$ cat src/rtl/paddle_input_ctrl.sv
// Paddle input conditioner: sync + debounce two buttons, resolve presses, ramp speed while held.
// Latency: up/down follow a raw button change by DEBOUNCE_CYCLES+3 rising edges.
// Backpressure: none; outputs are level signals sampled by the Paddle every cycle.

// Two-flop synchronizer followed by a stable-for-N-cycles debouncer for one button.
module paddle_btn_debounce #(
  parameter int CYCLES = 50000
) (
  input  logic clk,
  input  logic reset,
  input  logic raw_i,
  output logic deb_o
);

  localparam int CNT_W = (CYCLES > 1) ? $clog2(CYCLES) : 1;
  localparam logic [CNT_W-1:0] CNT_LAST = CNT_W'(CYCLES - 1);

  logic             s1_q, s2_q;
  logic             deb_q, deb_d;
  logic [CNT_W-1:0] cnt_q, cnt_d;

  // Two-stage synchronizer; the raw button is asynchronous to clk.
  always_ff @(posedge clk or negedge reset) begin
    if (!reset) begin
      s1_q <= 1'b0;
      s2_q <= 1'b0;
    end else begin
      s1_q <= raw_i;
      s2_q <= s1_q;
    end
  end

  // Count consecutive cycles the synchronized level disagrees with the debounced one;
  // flip the debounced value once the disagreement has lasted CYCLES cycles.
  always_comb begin
    cnt_d = '0;
    deb_d = deb_q;
    if (s2_q != deb_q) begin
      if (cnt_q == CNT_LAST) begin
        deb_d = s2_q;
      end else begin
        cnt_d = cnt_q + 1'b1;
      end
    end
  end

  // Debounce state register.
  always_ff @(posedge clk or negedge reset) begin
    if (!reset) begin
      deb_q <= 1'b0;
      cnt_q <= '0;
    end else begin
      deb_q <= deb_d;
      cnt_q <= cnt_d;
    end
  end

  assign deb_o = deb_q;

endmodule

module paddle_input_ctrl #(
  parameter int DEBOUNCE_CYCLES   = 50000,
  parameter int ACCEL_HOLD_CYCLES = 2500000,
  parameter int TICKS_SLOW        = 50,
  parameter int TICKS_FAST        = 10,
  parameter int ACCEL_STEP        = 10
) (
  input  logic               clk,
  input  logic               reset,
  input  logic               btn_up_raw,
  input  logic               btn_down_raw,
  input  logic               game_on,
  output logic               up,
  output logic               down,
  output logic signed [31:0] ticks_per_px
);

  localparam int HOLD_W = (ACCEL_HOLD_CYCLES > 1) ? $clog2(ACCEL_HOLD_CYCLES) : 1;
  localparam logic [HOLD_W-1:0] HOLD_LAST = HOLD_W'(ACCEL_HOLD_CYCLES - 1);

  localparam logic signed [31:0] SLOW_S = 32'(TICKS_SLOW);
  localparam logic signed [31:0] FAST_S = 32'(TICKS_FAST);
  localparam logic signed [31:0] STEP_S = 32'(ACCEL_STEP);

  typedef enum logic [1:0] {
    IDLE      = 2'd0,
    MOVE_UP   = 2'd1,
    MOVE_DOWN = 2'd2,
    BOTH      = 2'd3
  } state_e;

  logic du, dd;

  state_e              state_q, state_d;
  logic                up_q, up_d;
  logic                down_q, down_d;
  logic signed [31:0]  ticks_q, ticks_d;
  logic signed [31:0]  ticks_dec;
  logic [HOLD_W-1:0]   hold_q, hold_d;

  paddle_btn_debounce #(.CYCLES(DEBOUNCE_CYCLES)) u_deb_up (
    .clk   (clk),
    .reset (reset),
    .raw_i (btn_up_raw),
    .deb_o (du)
  );

  paddle_btn_debounce #(.CYCLES(DEBOUNCE_CYCLES)) u_deb_down (
    .clk   (clk),
    .reset (reset),
    .raw_i (btn_down_raw),
    .deb_o (dd)
  );

  // State and registered outputs; reset forces the paddle to stop immediately.
  always_ff @(posedge clk or negedge reset) begin
    if (!reset) begin
      state_q <= IDLE;
      up_q    <= 1'b0;
      down_q  <= 1'b0;
      ticks_q <= SLOW_S;
      hold_q  <= '0;
    end else begin
      state_q <= state_d;
      up_q    <= up_d;
      down_q  <= down_d;
      ticks_q <= ticks_d;
      hold_q  <= hold_d;
    end
  end

  // Next state depends only on the debounced buttons and game_on; prior state does not matter.
  always_comb begin
    state_d = IDLE;
    if (game_on) begin
      unique case ({du, dd})
        2'b11:   state_d = BOTH;
        2'b10:   state_d = MOVE_UP;
        2'b01:   state_d = MOVE_DOWN;
        default: state_d = IDLE;
      endcase
    end
  end

  // One speed step, clamped to the fast floor; ticks_q never drops below TICKS_FAST.
  assign ticks_dec = ticks_q - STEP_S;

  // Outputs and acceleration ramp are derived from the next state so they register with it.
  always_comb begin
    up_d    = (state_d == MOVE_UP);
    down_d  = (state_d == MOVE_DOWN);
    ticks_d = SLOW_S;
    hold_d  = '0;
    // Only a continued hold in the same direction keeps ramping; any entry restarts slow.
    if ((up_d || down_d) && (state_d == state_q)) begin
      if (hold_q == HOLD_LAST) begin
        hold_d  = '0;
        ticks_d = (ticks_dec < FAST_S) ? FAST_S : ticks_dec;
      end else begin
        hold_d  = hold_q + 1'b1;
        ticks_d = ticks_q;
      end
    end
  end

  assign up           = up_q;
  assign down         = down_q;
  assign ticks_per_px = ticks_q;

endmodule

$ cat config.mk
export PLATFORM = sky130hd
export DESIGN_NAME = paddle_input_ctrl
export DESIGN_NICKNAME = d
export VERILOG_FILES = /design/src/rtl/paddle_input_ctrl.sv
export SDC_FILE = /design/constraint.sdc
export NUM_CORES = 1
export LEC_CHECK = 0
export BUFFER_PORTS_ARGS = -buffer_cell sky130_fd_sc_hd__buf_4
export CAP_MARGIN = 20
export CORE_MARGIN = 4
export CORE_UTILIZATION = 40
export CTS_BUF_LIST = sky130_fd_sc_hd__clkbuf_4 sky130_fd_sc_hd__clkbuf_8
export CTS_CLUSTER_DIAMETER = 50
export CTS_CLUSTER_SIZE = 16
export DETAILED_ROUTE_END_ITERATION = 8
export GPL_TIMING_DRIVEN = 0
export HOLD_SLACK_MARGIN = 0.08
export PLACE_DENSITY_LB_ADDON = 0.25
export SYNTH_ARGS = -nofsm -noshare
export SYNTH_HDL_FRONTEND = slang
export SYNTH_HIERARCHICAL = 1
export SYNTH_SLANG_ARGS = --single-unit
$ cat constraint.sdc
create_clock -name clk -period 4.8 [get_ports clk]
set_input_delay 0 -clock clk [delete_from_list [all_inputs] [get_ports clk]]
set_output_delay 0 -clock clk [all_outputs]
set_load 0.005 [all_outputs]
* After elaboration in Yosys (flattened, before gate mapping) *
Index checks and enable logic that the tools add are counted.

cells by class
  $add $sub $neg = 4
  reduce and logical (&&, ||, !) cells = 4
  equal/unequal tests = 12
  order comparisons = 1
  multiplexer cells = 11

operator list
  cell                     count
  $mux W32                 3
  $mux W16                 4
  $mux W22                 2
  $add A16 B1 Y16 const B  2
  $eq A16 B16 Y1 const B   2
  $lt A32 B5 Y1 const B    1
  $sub A32 B5 Y32 const B  1
  $add A22 B1 Y22 const B  1
  $eq A22 B22 Y1 const B   1
  $eq A2 B2 Y1 const B     3
  $pmux W2 S3              1
  $eq A2 B1 Y1 const B     2
  $reduce_and A2 Y1        2
  $eq A2 B2 Y1             1
  $mux W2                  1
  $ne A1 B1 Y1             2
  $ne A2 B1 Y1 const B     1
  $logic_and A1 B1 Y1      1
  $logic_or A1 B1 Y1       1

storage, ports and cells
  output and inout port bits = 34
  word-level logic and storage cells = 45
  bits of input ports = 5
  flip-flop bits (word level) = 96

* Longest topological paths before layout *
  depth after elaboration = 7
  mapped depth = 15
  depth with buffers taken out = 13

* Cells and area by module *
The synthesis kept the hierarchy.

modules (own cells, without submodules)
  module               instances  seq. area each (sq um)  area each (sq um)  cells each
  paddle_input_ctrl    1          1,430.1                 3,223.1            366
  paddle_btn_debounce  2          475.5                   937.1              83

* Worst setup path before layout *
No wires, ideal clock.

  path kind = flip-flop to flip-flop
  from = reg ticks_q[12] (netlist: ticks_per_px[12])
  to = reg ticks_q[15] (netlist: ticks_per_px[15])
  cell stages (with the launch flop) = 12
  setup time = 0.096 ns
  buffers on the path = 1
  data required time = 4.704 ns
  clock period less this slack = 3.988 ns
  arrival time = 3.892 ns
  setup slack = 0.812 ns
  cell sequence = dfrtp_1 -> or4_4 -> or4_4 -> or3_1 -> buf_2 -> o32a_1 -> o32a_1 -> nor4_2 -> ha_1 -> nor3b_1 -> nand3_1 -> o31ai_1

on the way
  word-level cells in the longest chain between the ends = 5

ends and longest elaborated chain
  item                    RTL line  text
  start, declared         98        logic signed [31:0] ticks_q, ticks_d;
  start signal, assigned  128       ticks_q <= ticks_d;
  $sub A32 B5 Y32 (*)     147       assign ticks_dec = ticks_q - STEP_S;
  $lt A32 B5 Y1           159       ticks_d = (ticks_dec < FAST_S) ? FAST_S : ticks_dec;
  $mux W32 (*)            159
  $mux W32 (*)            157       if (hold_q == HOLD_LAST) begin
  $mux W32 (*)            156       if ((up_d || down_d) && (state_d == state_q)) begin

Mark *: on every way between the ends. The rest lies on a longest branch, timed or not. The select of a mux whose other input is x is not followed.
A chain may end at the register's enable or synchronous reset.

* Worst setup path after layout *
  from = reg ticks_q[12] (netlist: ticks_per_px[12])
  to = reg ticks_q[8] (netlist: ticks_per_px[8])

on the way
  word-level cells in the longest chain between the ends = 5

ends and longest elaborated chain
  item             RTL line
  $sub A32 B5 Y32  147
  $lt A32 B5 Y1    159
  $mux W32         159
  $mux W32         157
  $mux W32         156

No other way between the ends. The select of a mux whose other input is x is not followed.

==> flow_summary.ini <==
[layout]
nNetsFinal = 597
final_cell_area_mm2 = 0.00588
ff_latch_area_mm2 = 0.00238
multiInputGateArea_mm2 = 0.00258
drive_above_1_share_pct = 16.8
areaGrowthSynthToFinish_pct = 15.3
antenna_cells = 0
fillers = 1169

[worst_setup_path]
worstPathRequired_ns = 5.08
worstSetupEndpointType = flip-flop
critPathMaxStageDelay_ns = 0.61
cp_slowest_cell = or4_4
criticalPathCategory = reg2reg
path_cells = or4_4 > or4_4 > or3_1 > buf_2 > o32a_1 > o32a_1 > nor4_2 > ha_1 > nand4bb_1 > buf_2 > clkbuf_2 > o31ai_1
cp_num_buf_inv = 3
critPathMaxFanout = 10
cp-start-kind = flip-flop
cp_top_family = simple AND/OR/NAND/NOR gates
arrival_ns = 4.74

[global_routing]
grt_pass1_wl_um = 19900
grt_overflow = 0
grt_pass1_vias = 4084
grt_use_met3_pct = 3.92
antenna_found_initial = 0
grt_most_used_layer = met2
globalRouteMet1Util_pct = 23.2
grt_usage_pct = 16.8
gr-usage-met2_pct = 26.3
grt_start_max_net_pins = 65

[timing]
slew_headroom_pct = 42.8
fin_crit_sh_pct = 93.1
hold_slack_ns = 0.0948
period_needed_ns = 4.47
tightestPinTransition_ns = 0.857
slew_violations = 0
skew_ns = 0.00724
rsz0062_at_grt = no
max_freq_ghz = 0.224
setup_viol = 0
tns_ns = 0
finalHoldViolCount = 0

[flow_run]
maxCapViolations = 0

[run_status]
status = finished clean

[synthesis]
synth_edf_count = 0
avgSynthCellArea_um2 = 9.58
synth_flop_cell = dfrtp_1
yosys_warnings = 6
synth_cell_types = 55
synthCells = 532
synth_nets = 544
ys_seq_area_share_pct = 46.7
synth_seq_cells = 95
synth-async-reset-ratio_pct = 100
synth_area_mm2 = 0.00510

[power_and_ir_drop]
power_density_mw_per_mm2 = 240
total_power_uw = 1410
p_leak_uw = 0.00252
peakVddDrop_v = 0.000196

[routing]
dr.pass1.iters = 4
vias = 4099
wire_per_inst_um = 15.3
drc = 0
antenna_left = 0
drt_iter0_markers = 281
vias_per_cell = 5.41
routed_wl_um = 11600

[clocking]
clk_pin_slew_ns = 0.09
htree_levels = 3
clockBufferDepth = 2
insertion_delay_ns = 0.37
cts-root-buf = clkbuf_8
cts_tree = done
numCtsBuffers = 9
post_cts_buffers = 0
cts.sinks = 95

[place]
port_buffers = 37
dpl.hpwl_um = 8250
place.gp.congestion = 0.856
place_area_mm2 = 0.00561

[die]
rows = 40
start_util_pct = 41.6
coreArea_mm2 = 0.0123
dieArea_mm2 = 0.0146
io_pins = 39
die_w_um = 121
die_h_um = 121

[min_path]
hold_path.class = in2async
==> logic make-up (layout without fill, tap and decap cells) <==
logic type	after synthesis	count (layout)	share of synthesized area, %
flops	95	95	46.7
fa+ha+maj	7	7	1.72
other cells	1	1	0.0736
compound gates	84	84	10.3
simple gates	252	252	27.9
mux	3	3	0.638
xor+xnor	57	57	9.79
buf+inv	33	91	2.85
==> state kept, by name (all words and copies together) (netlist names) <==
register          cells
u_deb_up/s2_q         1
u_deb_down/deb_o      1
u_deb_down/s1_q       1
u_deb_down/s2_q       1
u_deb_up/cnt_q       16
u_deb_up/s1_q         1
state_q               2
up                    1
ticks_per_px         31
u_deb_down/cnt_q     16
u_deb_up/deb_o        1
down                  1
hold_q               22
==> cell usage in the layout, fill, tap and decap left out, types with 5 or more instances in the layout <==
cell type  synthesis  final
or3_1             11     11
o41ai_1            8      8
o31ai_1            9      9
a21oi_1           15     15
nor2_1            72     72
xor2_1            22     22
nand4_1            9      9
nor2b_1            7      7
dfrtp_1           92     92
and3_1            11     11
nand3_1           27     27
xnor2_1           35     35
o21ai_0           34     34
nor3_1            21     21
nor4_2            10     11
clkbuf_1          14     13
nor2_2             6      6
clkbuf_8           0      9
inv_1             13     13
nand2b_1           5      5
nand2_1           34     34
ha_1               7      7
nor4b_1            5      5
nor4_1             8      7
buf_4              1     38
==> routing by layer <==
| metal | vias up | wire length (um) |
|---|---|---|
| met2 | 75 | 5350 |
| met4 | 0 | 140 |
| met1 | 2014 | 5600 |
| met5 | - | 0 |
| met3 | 14 | 539 |
| li1 | 1996 | - |
==> power breakdown <==
group / switching [uW] / internal [uW] / leakage (uW) / total (uW)
clock: 304 / 257 / 0.000108 / 561
sequential: 5.72 / 806 / 0.00130 / 811
combinational: 25.0 / 13.1 / 0.00111 / 38.1
total: 335 / 1080 / 0.00252 / 1410
==> cell type report <==
| type | count | share of cell area, % |
|---|---|---|
| clock inverter | 6 | 1.34 |
| clock buffer | 10 | 2.24 |
| multi-input combinational | 404 | 43.9 |
| inverter | 13 | 0.830 |
| buffer | 20 | 1.68 |
| tap | 168 | 3.58 |
| timing repair buffer | 42 | 5.88 |
| sequential | 95 | 40.5 |
==> worst paths after layout <==
kind                                              start                             end  slack, ns  cells after the start
min in group clk                           btn_down_raw       u_deb_down/s1_q$_DFF_PN0_       0.27                      2
min reg2reg                     u_deb_up/s1_q$_DFF_PN0_         u_deb_up/s2_q$_DFF_PN0_       0.35                      0
min                                               reset  u_deb_down/cnt_q[13]$_DFF_PN0_       0.09                      2
max                        ticks_per_px[12]$_DFFE_PN0P_     ticks_per_px[8]$_DFFE_PN0P_       0.33                     12
max in group asynchronous                         reset     ticks_per_px[1]$_DFFE_PN1P_       4.00                      3
max reg2reg                ticks_per_px[12]$_DFFE_PN0P_     ticks_per_px[8]$_DFFE_PN0P_       0.33                     12
==> Yosys cell counts (9+ instances only) <==
cell type / instances / area, um2
o21ai_0: 34 / 170
nand3_1: 27 / 135
o31ai_1: 9 / 67.6
a21oi_1: 15 / 75.1
xor2_1: 22 / 193
nor2_1: 72 / 270
inv_1: 13 / 48.8
clkbuf_1: 14 / 52.6
and3_1: 11 / 68.8
nand4_1: 9 / 56.3
dfrtp_1: 92 / 2300
or3_1: 11 / 68.8
nor4_2: 10 / 125
nand2_1: 34 / 128
xnor2_1: 35 / 307
nor3_1: 21 / 105
==> through the flow <==
step / std cells / util [%] / setup slack (ns)
after floorplan: 532 / - / 0.812
after global placement: 737 / 45.6 / -0.0585
after detailed placement: 738 / 45.8 / 0.0110
after CTS: 758 / 47.9 / 0.0643
after global routing: 758 / 47.9 / 0.0142
final: 758 / 47.9 / 0.332
==> timing repair <==
item,4_1_cts,5_1_grt
hold buffers,4,0
endpoints found under the setup margin,1,24
hold endpoints to repair,98,0
resized for setup,1,5
No activity file was read; power rests on OpenSTA's default activity.
